<file path="src/rtl/fetch_queue.sv">
// Instruction fetch stage with an N-entry prefetch buffer.
// Sequential fetch, redirect flush, misaligned-target exception marker.
module fetch_queue #(
  parameter int              XLEN     = 32,
  parameter int              DEPTH    = 4,
  parameter logic [XLEN-1:0] RESET_PC = 32'h4000_0000
) (
  input  logic                     clk,
  input  logic                     reset_n,
  output logic                     imem_en,
  output logic [XLEN-1:0]          imem_addr,
  input  logic [XLEN-1:0]          imem_rdata,
  input  logic                     redirect_valid,
  input  logic [XLEN-1:0]          redirect_pc,
  output logic                     instr_valid,
  input  logic                     instr_ready,
  output logic [XLEN-1:0]          instr_out,
  output logic [XLEN-1:0]          pc_out,
  output logic                     misaligned_out,
  output logic [$clog2(DEPTH):0]   occupancy
);

  localparam int AW = $clog2(DEPTH);
  localparam int CW = AW + 1;

  logic [XLEN-1:0] buf_instr [DEPTH];
  logic [XLEN-1:0] buf_pc    [DEPTH];
  logic            buf_mis   [DEPTH];

  logic [XLEN-1:0] fetch_pc;
  logic [XLEN-1:0] inflight_pc;
  logic [AW-1:0]   rd_ptr;
  logic [AW-1:0]   wr_ptr;
  logic [CW-1:0]   count;
  logic            inflight;
  logic            halted;

  logic [CW:0]     credits;
  logic            mis_tgt;
  logic            deq;
  logic            wr_en;
  logic [AW-1:0]   wr_idx;
  logic [XLEN-1:0] wr_instr;
  logic [XLEN-1:0] wr_pc;
  logic            wr_mis;

  // Buffered entries plus the outstanding request bound the issue rate.
  assign credits   = {1'b0, count} + {{CW{1'b0}}, inflight};
  assign imem_en   = reset_n && !halted && !redirect_valid
                   && (credits < (CW+1)'(DEPTH));
  assign imem_addr = fetch_pc;

  assign mis_tgt = redirect_pc[1:0] != 2'b00;

  assign instr_valid    = count != '0;
  assign instr_out      = buf_instr[rd_ptr];
  assign pc_out         = buf_pc[rd_ptr];
  assign misaligned_out = instr_valid && buf_mis[rd_ptr];
  assign occupancy      = count;

  assign deq = instr_valid && instr_ready && !redirect_valid;

  always_comb begin
    wr_en    = 1'b0;
    wr_idx   = wr_ptr;
    wr_instr = imem_rdata;
    wr_pc    = inflight_pc;
    wr_mis   = 1'b0;
    if (redirect_valid) begin
      wr_en    = mis_tgt;
      wr_idx   = '0;
      wr_instr = XLEN'(32'h0000_0013);
      wr_pc    = redirect_pc;
      wr_mis   = 1'b1;
    end else begin
      wr_en = inflight;
    end
  end

  always_ff @(posedge clk) begin
    if (reset_n && wr_en) begin
      buf_instr[wr_idx] <= wr_instr;
      buf_pc[wr_idx]    <= wr_pc;
      buf_mis[wr_idx]   <= wr_mis;
    end
  end

  always_ff @(posedge clk) begin
    if (!reset_n) begin
      fetch_pc    <= RESET_PC;
      inflight_pc <= '0;
      rd_ptr      <= '0;
      wr_ptr      <= '0;
      count       <= '0;
      inflight    <= 1'b0;
      halted      <= 1'b0;
    end else if (redirect_valid) begin
      rd_ptr   <= '0;
      inflight <= 1'b0;
      if (mis_tgt) begin
        wr_ptr <= AW'(1);
        count  <= CW'(1);
        halted <= 1'b1;
      end else begin
        wr_ptr   <= '0;
        count    <= '0;
        fetch_pc <= redirect_pc;
        halted   <= 1'b0;
      end
    end else begin
      if (deq)
        rd_ptr <= rd_ptr + AW'(1);
      if (inflight)
        wr_ptr <= wr_ptr + AW'(1);
      count    <= count + CW'(inflight) - CW'(deq);
      inflight <= imem_en;
      if (imem_en) begin
        inflight_pc <= fetch_pc;
        fetch_pc    <= fetch_pc + XLEN'(4);
      end
    end
  end

endmodule

</file>
<file path="config.mk">
export PLATFORM = sky130hd
export DESIGN_NAME = fetch_queue
export DESIGN_NICKNAME = d
export VERILOG_FILES = /design/src/rtl/fetch_queue.sv
export SDC_FILE = /design/constraint.sdc
export NUM_CORES = 1
export LEC_CHECK = 0
export CELL_PAD_IN_SITES_DETAIL_PLACEMENT = 1
export CELL_PAD_IN_SITES_GLOBAL_PLACEMENT = 2
export CORE_MARGIN = 3
export CORE_UTILIZATION = 41
export CTS_BUF_LIST = sky130_fd_sc_hd__clkbuf_8
export DETAILED_ROUTE_END_ITERATION = 10
export GPL_TIMING_DRIVEN = 1
export PLACE_DENSITY = 0.83
export SLEW_MARGIN = 20
export SYNTH_ARGS = -nofsm -noshare
export SYNTH_HDL_FRONTEND = slang
export SYNTH_SLANG_ARGS = --single-unit
</file>
<file path="constraint.sdc">
create_clock -name clk -period 12.3 [get_ports clk]
set_input_delay 2.46 -clock clk [delete_from_list [all_inputs] [get_ports clk]]
set_output_delay 2.46 -clock clk [all_outputs]
set_load 0.01 [all_outputs]
</file>
; ---- Word-level counts from Yosys, hierarchy flattened
; Memory sizes are Yosys's and may differ from the RTL's. A register that Yosys moved wholly into a read port is not among the register bits.
; Index checks and enable logic that the tools add are counted.
[word_totals]
latch_bits = 0
regBits = 73
rom_bits = 0
out_inout_bits = 102
ram_bits = 260
mem_count = 3
elab_cells = 58
[classes]
multipliers = 0
n_eq_ne = 1
addsub = 6
bitwise_logic = 2
mux = 22
div_mod_pow = 0
order_cmp = 1
reduce_logical = 16
n_shift = 0
[mem_list]
columns = name, words, word_bits, rd, rd_clocked_by_memory_dff, wr, line
row1 = buf_instr, 4, 32, 1, 1, 1, 26  ; logic [XLEN-1:0] buf_instr [DEPTH];
row2 = buf_pc, 4, 32, 1, 1, 1, 27  ; logic [XLEN-1:0] buf_pc [DEPTH];
row3 = buf_mis, 4, 1, 1, 1, 1, 28  ; logic buf_mis [DEPTH];
[op_table]
columns = cell, n
row1 = 32-bit 2-to-1 mux, 5
row2 = "32-bit by 3-bit adder with 32-bit output, second input constant", 1
row3 = 2-bit 2-to-1 mux, 9
row4 = 1-bit logical AND, 7
row5 = 1-bit 2-to-1 mux, 7
row6 = 2-bit nonzero test, 3
row7 = "2-bit by 1-bit adder with 2-bit output, second input constant", 2
row8 = 3-bit by 1-bit adder with 4-bit output, 1
row9 = "4-bit by 3-bit < comparator with 1-bit output, second input constant", 1
row10 = 2-bit AND reduction, 2
row11 = 3-bit by 1-bit adder with 3-bit output, 1
row12 = 3-bit 2-to-1 mux, 1
row13 = 3-bit nonzero test, 1
row14 = 3-bit by 1-bit subtractor with 3-bit output, 1
row15 = 1-bit zero test, 2
row16 = "2-bit inequality test, second input constant", 1
row17 = 1-bit inverter, 2
row18 = 2-bit OR reduction, 1

; ---- Depth between registers and ports, before layout
; Gate-level depths: netlist of the first run.
[logic_depth]
word_depth = 6
mapped_depth = 11
ltp_nobuf = 10

; ---- Worst setup path before layout of the first run
; Ideal clock, no wire load.
[synth_path]
kind = input port to flip-flop
start = in redirect_valid
end = mem buf_instr[1][0] (enable)
arrival_ps = 9590
stages = 6
path_buffers = 3
setup_slack_ps = 2061
setup_ps = 649
path_cell_list = buf_2 -> inv_1 -> buf_2 -> buf_1 -> nand2_1 -> nor4_1
[synth_between]
elab_chain_cells = 4
word_cells_on_any_way = 5
cone_classes = 4 x mux / 1 x reduce/logical
[synth_lines]
columns = item, line
row1 = from (decl), 13  ; input logic redirect_valid,
row2 = 1-bit 2-to-1 mux, 69  ; if (redirect_valid) begin
row3 = 1-bit logical AND, 81  ; if (reset_n && wr_en) begin
row4 = 1-bit 2-to-1 mux, 81
row5 = 1-bit 2-to-1 mux (not written as such), 82  ; buf_instr[wr_idx] <= wr_instr;
row6 = to (decl), 26
; Parallel ways exist; a longest one is shown, timed or not.

; ---- Worst setup path in the final report of the first run
[layout_path]
start = in reset_n
end = out imem_en
[layout_between]
elab_chain_cells = 3
[layout_lines]
columns = item, line
row1 = from (decl), 9  ; input logic reset_n,
row2 = 1-bit logical AND (2 in a row), 49  ; assign imem_en = reset_n && !halted && !redirect_valid
row3 = 1-bit logical AND, 50  ; && (credits < (CW+1)'(DEPTH));
row4 = to (decl), 10  ; output logic imem_en,
; Every way passes these cells.

==> key figures, run 1 <==
Detailed routing
  – DRT antenna net count: 0
  – Final wirelength: 33.7 mm
  – Via-per-instance ratio: 5.38
  – Routed vias: 8261
  – Pre-antenna DRT Iters: 5
  – Wire per inst: 22.0 µm
  – Number of DRC markers in iteration 0: 574
  – DRC viols: 0

Timing
  – Setup_tns: 0 ns
  – Clock skew: 0.0225 ns
  – Tightest Pin Transition: 1.05 ns
  – Max_slew headroom: 30.1%
  – Final Hold Fails: 0
  – Tcrit/Tclk final: 60.0%
  – RSZ-0062 raised after global routing: false
  – Fmax: 135 MHz
  – # setup viols final: 0
  – Tmin final: 7.38 ns
  – Final Max Tran Viols: 0

Critical path
  – Critical Path End Type: output port
  – Crit Reg-Reg Endpoint: imem_addr[25]
  – Critical R2R Launch: occupancy[1]
  – Worst setup path start: reset_n
  – CP arrival: 4.92 ns
  – CP endpoint: imem_en
  – Crit Path Category: primary input to output port
  – Worst reg2reg path depth: 9
  – CP Max Fanout: 23
  – Crit start category: primary input
  – FF-to-FF setup slack: 9.58 ns
  – Worst endpoint required time: 9.84 ns

Power and ir drop
  – Reg power frac: 53.2%
  – Switching power of the nets: 0.553 mW
  – Leakage: 5.46 nW
  – Pwr Total: 2.39 mW
  – Switching portion of total power: 23.2%
  – P per Cell Area: 143 nW/µm²
  – Clock share of power: 38.1%
  – Internal power: 1.83 mW
  – Max VDD drop: 0.0756 mV
  – Gate power share: 8.7%

Final layout
  – Area growth syn-to-layout: 23.5%
  – Layout cells sized above 1: 18.3%
  – Most frequent cells in the layout: edfxtp_1 (260), clkdlybuf4s50_1 (168), nand2_1 (85), dfxtp_1 (73)
  – Layout Cell Area excl Fill: 16700 µm²
  – Leading cell type in the layout, fill and taps excluded: edfxtp_1
  – Diodes inserted: 0
  – Nets: 1128

Synthesis
  – Synth Warn #: 0
  – Cell taking the most area after synthesis: edfxtp_1
  – Post-Synthesis Cells: 874
  – Synthesized area per cell: 15.4 µm²
  – #FFs+latches synth: 335
  – Ys flop type: edfxtp_1
  – Number of library cell types mapped by synthesis: 59
  – Top post-synthesis cells by area: edfxtp_1 (58%), dfxtp_1 (11%), mux4_2 (11%)
  – Ys async rst share: 0%
  – Post-synth EDFFs: 260
  – Syn Nets: 947
  – Sequential fraction of the synthesis area: 69.0%
  – Post-synth top area share: 57.9%
  – Synth Cell Area: 13500 µm²

Worst hold path
  – Min-delay worst type: flip-flop to flip-flop

CTS
  – Sink Count: 335
  – CTS Buf Count: 55
  – Worst skew pair latency: 0.58 ns
  – Clock tree buffer depth: 3
  – Root buffer cell: clkbuf_8
  – CTS tree: done
  – CTS-repair resized insts: 0
  – Post-CTS setup buffers: 0
  – H-tree depth: 2
  – Hold buffer count at cts: 0
  – Clk slew on worst S/H paths: 0.05 ns

Floorplanning
  – Initial Util: 42.2%
  – Number of core rows: 65
  – Die X: 187 µm
  – CORE AREA: 32000 µm²
  – Die area: 35100 µm²
  – Die boundary height: 187 µm
  – I/O pin count: 170

Job
  – Max Cap Viol: 0

Placement
  – Area after DPL: 15600 µm²
  – Port bufs: 169
  – Post-DP HPWL: 20.8 mm
  – GP Congestion: 0.748

GRT
  – Initial antenna violation count: 0
  – Total Routing Usage GR: 19.2%
  – First-pass GRT wire length: 53.0 mm
  – Largest net degree at the start of global routing: 66
  – Vias in the first global route: 8927
  – Total gr overflow: 0

Outcome
  – Outcome: finished clean
==> sequential cells by signal, summed over array words and instances (netlist names), named ones only <==
name	count
buf_pc	128
inflight	1
imem_addr	32
wr_ptr	2
halted	1
buf_mis	4
buf_instr	128
rd_ptr	2
occupancy	3
inflight_pc	32
==> worst min-delay path by stage <==
stage	startpoint	to	cells after the start
floorplan	inflight_pc[0]	inflight_pc[0]	2
global placement	inflight_pc[0]	inflight_pc[0]	2
detailed placement	inflight_pc[6]	inflight_pc[6]	2
CTS	inflight_pc[6]	inflight_pc[6]	2
global route	inflight_pc[26]	inflight_pc[26]	2
finish	inflight_pc[26]	inflight_pc[26]	2
==> cell families (layout without fill, tap and decap cells) <==
logic type / count (synthesis) / in the layout / synth area share [%]
flops: 335 / 335 / 69.0
fa+ha+maj: 5 / 5 / 0.520
mux: 94 / 94 / 13.2
simple gates: 231 / 231 / 8.27
compound gates: 131 / 131 / 6.30
xor+xnor: 5 / 5 / 0.325
buf+inv: 73 / 300 / 2.31
==> critical path: stages <==
cell and delay (ns):
clkdlybuf4s50_1 1.14, or3b_1 0.41, a211o_1 0.28, inv_2 0.08, clkdlybuf4s50_1 0.54
==> routing by layer <==
layer / vias to the layer above / share of wire (%) / GRT usage, %
li1: 3754 / - / -
met1: 4197 / 44 / 26.3
met2: 254 / 48 / 31.3
met3: 56 / 6.0 / 4.44
met4: 0 / 1.9 / 4.86
met5: - / 0 / 0
==> Yosys cell counts (3+ instances only) <==
master     count
edfxtp_1     260
nand2_1       85
dfxtp_1       75
mux4_2        65
a21oi_1       59
nor2_1        41
nor2b_1       29
clkbuf_1      26
mux2_2        26
buf_2         20
nand3_1       20
o21ai_0       17
inv_1         15
nand4_1       13
and3_1        11
nor3_1        11
buf_1          8
o221a_2        8
a31oi_1        7
a211oi_1       4
a41oi_1        4
ha_1           4
nor4_1         4
a22oi_1        3
a2bb2oi_1      3
mux2i_1        3
o22ai_1        3
or2_2          3
xor2_1         3
==> cell type report <==
type | count | area, µm²
tap | 435 | 544
sequential | 335 | 9320
clock inverter | 38 | 161
inverter | 16 | 60.1
multi-input combinational | 466 | 3910
clock buffer | 65 | 895
fill | 3147 | 15300
timing repair buffer | 181 | 1780
==> power by group through the flow <==
| stage | clock [mW] | sequential (mW) | combinational [mW] |
|---|---|---|---|
| 6_report | 0.909 | 1.27 | 0.207 |
| 5_1_grt | 0.995 | 1.27 | 0.225 |
| 4_1_cts | 0.941 | 1.27 | 0.211 |
| 3_5_place_dp | 0 | 1.29 | 0.210 |
| 3_3_place_gp | 0 | 1.29 | 0.205 |
| 2_1_floorplan | 0 | 1.29 | 0.106 |
==> through the flow <==
stage	worst slack (ns)	util, %	cells	hold slack, ns
global placement	4.90	48.8	1433	0.439
global route	4.82	52.1	1536	0.477
detailed placement	4.91	48.8	1433	0.448
CTS	4.90	52.1	1536	0.455
floorplan	2.06	-	874	0.434
finish	4.92	52.1	1536	0.454
(Power assumes the default switching activity.)
==> run 2: changes to the inputs <==
==> constraint.sdc (replaced) <==
create_clock -name clk -period 7.7 [get_ports clk]
set_input_delay 1.54 -clock clk [delete_from_list [all_inputs] [get_ports clk]]
set_output_delay 1.54 -clock clk [all_outputs]
set_load 0.01 [all_outputs]
==> run 2 against run 1 <==
Non-clock buffer count is 3 higher; highest routed layer is now met5; clock-buffer cell count fell by 9; largest power group unchanged; sequential share of layout area is 0.18 points higher; combinational power increased by 59%; sequential power up 60%; cell count stayed put; via count rose by 1.1%.
==> key figures, run 2 (same netlist as run 1, synthesis figures left out) <==
Outcome
  – Outcome: finished clean

Final layout
  – Area growth syn-to-layout: 23.1%
  – Diodes inserted: 0
  – Leading cell type in the layout, fill and taps excluded: edfxtp_1
  – Layout cells sized above 1: 17.7%
  – Regs by FF count: buf_instr (128), buf_pc (128)
  – Nets: 1130
  – Filler cells: 3128
  – Most frequent cells in the layout: edfxtp_1 (260), clkdlybuf4s50_1 (168), nand2_1 (85), dfxtp_1 (73), mux4_2 (65)

CTS
  – Clk slew on worst S/H paths: 0.05 ns
  – H-tree depth: 2
  – Post-CTS setup buffers: 0
  – Clock tree buffer depth: 3
  – Root buffer cell: clkbuf_8
  – CTS Buf Count: 54
  – Sink Count: 335
  – Worst skew pair latency: 0.58 ns
  – CTS-repair resized insts: 0
  – CTS tree: done
  – Hold buffer count at cts: 0

Timing
  – Final Hold Fails: 0
  – Max_slew headroom: 29.7%
  – Tmin final: 5.41 ns
  – Tcrit/Tclk final: 70.3%
  – Final Max Tran Viols: 0
  – Clock skew: 0.0196 ns
  – Setup_tns: 0 ns
  – # setup viols final: 0
  – Tightest Pin Transition: 1.06 ns
  – Fmax: 185 MHz
  – RSZ-0062 raised after global routing: false

Detailed routing
  – DRT antenna net count: 0
  – Pre-antenna DRT Iters: 5
  – Number of DRC markers in iteration 0: 736
  – DRC viols: 0
  – Routed vias: 8355
  – Wire per inst: 22.5 µm
  – Via-per-instance ratio: 5.44
  – Final wirelength: 34.6 mm

GRT
  – Initial antenna violation count: 1
  – Total Routing Usage GR: 19.8%
  – Largest net degree at the start of global routing: 74
  – Vias in the first global route: 8982
  – First-pass GRT wire length: 54.2 mm
  – Total gr overflow: 0

Placement
  – Port bufs: 169
  – GP Congestion: 0.783
  – Post-DP HPWL: 21.5 mm

Floorplanning
  – Die X: 187 µm
  – CORE AREA: 32000 µm²
  – Die boundary height: 187 µm
  – Initial Util: 42.2%
  – Number of core rows: 65
  – Die area: 35100 µm²
  – I/O pin count: 170

Worst hold path
  – Min-delay worst type: flip-flop to flip-flop
  – Worst hold path depth: 2

Power and ir drop
  – Max VDD drop: 0.132 mV
  – Pwr Total: 3.76 mW
  – P per Cell Area: 226 nW/µm²
  – Leakage: 5.41 nW

Critical path
  – Worst endpoint required time: 6.16 ns
  – CP Max Fanout: 42
  – Crit start category: primary input
  – Critical Path End Type: output port
  – Worst reg2reg path depth: 10
  – Crit Path Category: primary input to output port
  – CP arrival: 3.87 ns

Job
  – Max Cap Viol: 0
-- run 2: cell count changes in the layout (fill, tap and decap cells not counted) --
cell | before | now
clkinv_2 | 6 | 4
buf_4 | 13 | 16
clkinv_1 | 6 | 15
bufinv_16 | 0 | 1
inv_6 | 0 | 1
clkinvlp_4 | 1 | 0
inv_1 | 39 | 37
clkbuf_8 | 65 | 56
-- run 2: critical path, cell delays in order --
cell	delay, ns
clkdlybuf4s50_1	0.46
buf_4	0.28
or3b_1	0.39
a211o_1	0.23
buf_4	0.28
inv_2	0.11
clkdlybuf4s50_1	0.54
-- run 2: where the power goes --
group | switching, mW | total, mW | internal, mW
sequential | 0.0402 | 2.03 | 1.99
clock | 0.690 | 1.40 | 0.709
combinational | 0.159 | 0.330 | 0.171
total | 0.889 | 3.76 | 2.87
-- run 2: stage by stage --
step / util, % / instances / hold WS (ns) / setup WS, ns / cell area, µm²
after detailed placement: 48.9 / 1436 / 0.447 / 2.29 / 15600
after global routing: 52.0 / 1536 / 0.466 / 2.18 / 16600
after floorplan: - / 874 / 0.434 / 1.12 / 13500
after global placement: 48.9 / 1436 / 0.441 / 2.29 / 15600
after CTS: 52.0 / 1536 / 0.456 / 2.28 / 16600
final: 52.0 / 1536 / 0.454 / 2.29 / 16600
-- run 2: final cells by class --
class,count,area (µm²),share of cell area [%]
Clock inverter,44,209,1.26
Inverter,16,60.1,0.362
Sequential cell,335,9320,56.1
Clock buffer,56,771,4.64
Tap cell,435,544,3.28
Multi-Input combinational cell,466,3910,23.5
Timing Repair Buffer,184,1800,10.8
-- run 2: final timing paths --
| path | slack, ns | end | from |
|---|---|---|---|
| max | 2.29 | imem_en | reset_n |
| min | 0.45 | inflight_pc[1] | inflight_pc[1] |
| max reg2reg | 4.58 | imem_addr[21] | occupancy[1] |
| min reg2reg | 0.45 | inflight_pc[1] | inflight_pc[1] |
-- run 2: layer usage --
layer | GRT usage (%) | wire [µm]
met2 | 32.9 | 17000
met4 | 4.65 | 597
met5 | 0 | 13
met1 | 27.0 | 15200
met3 | 3.95 | 1760
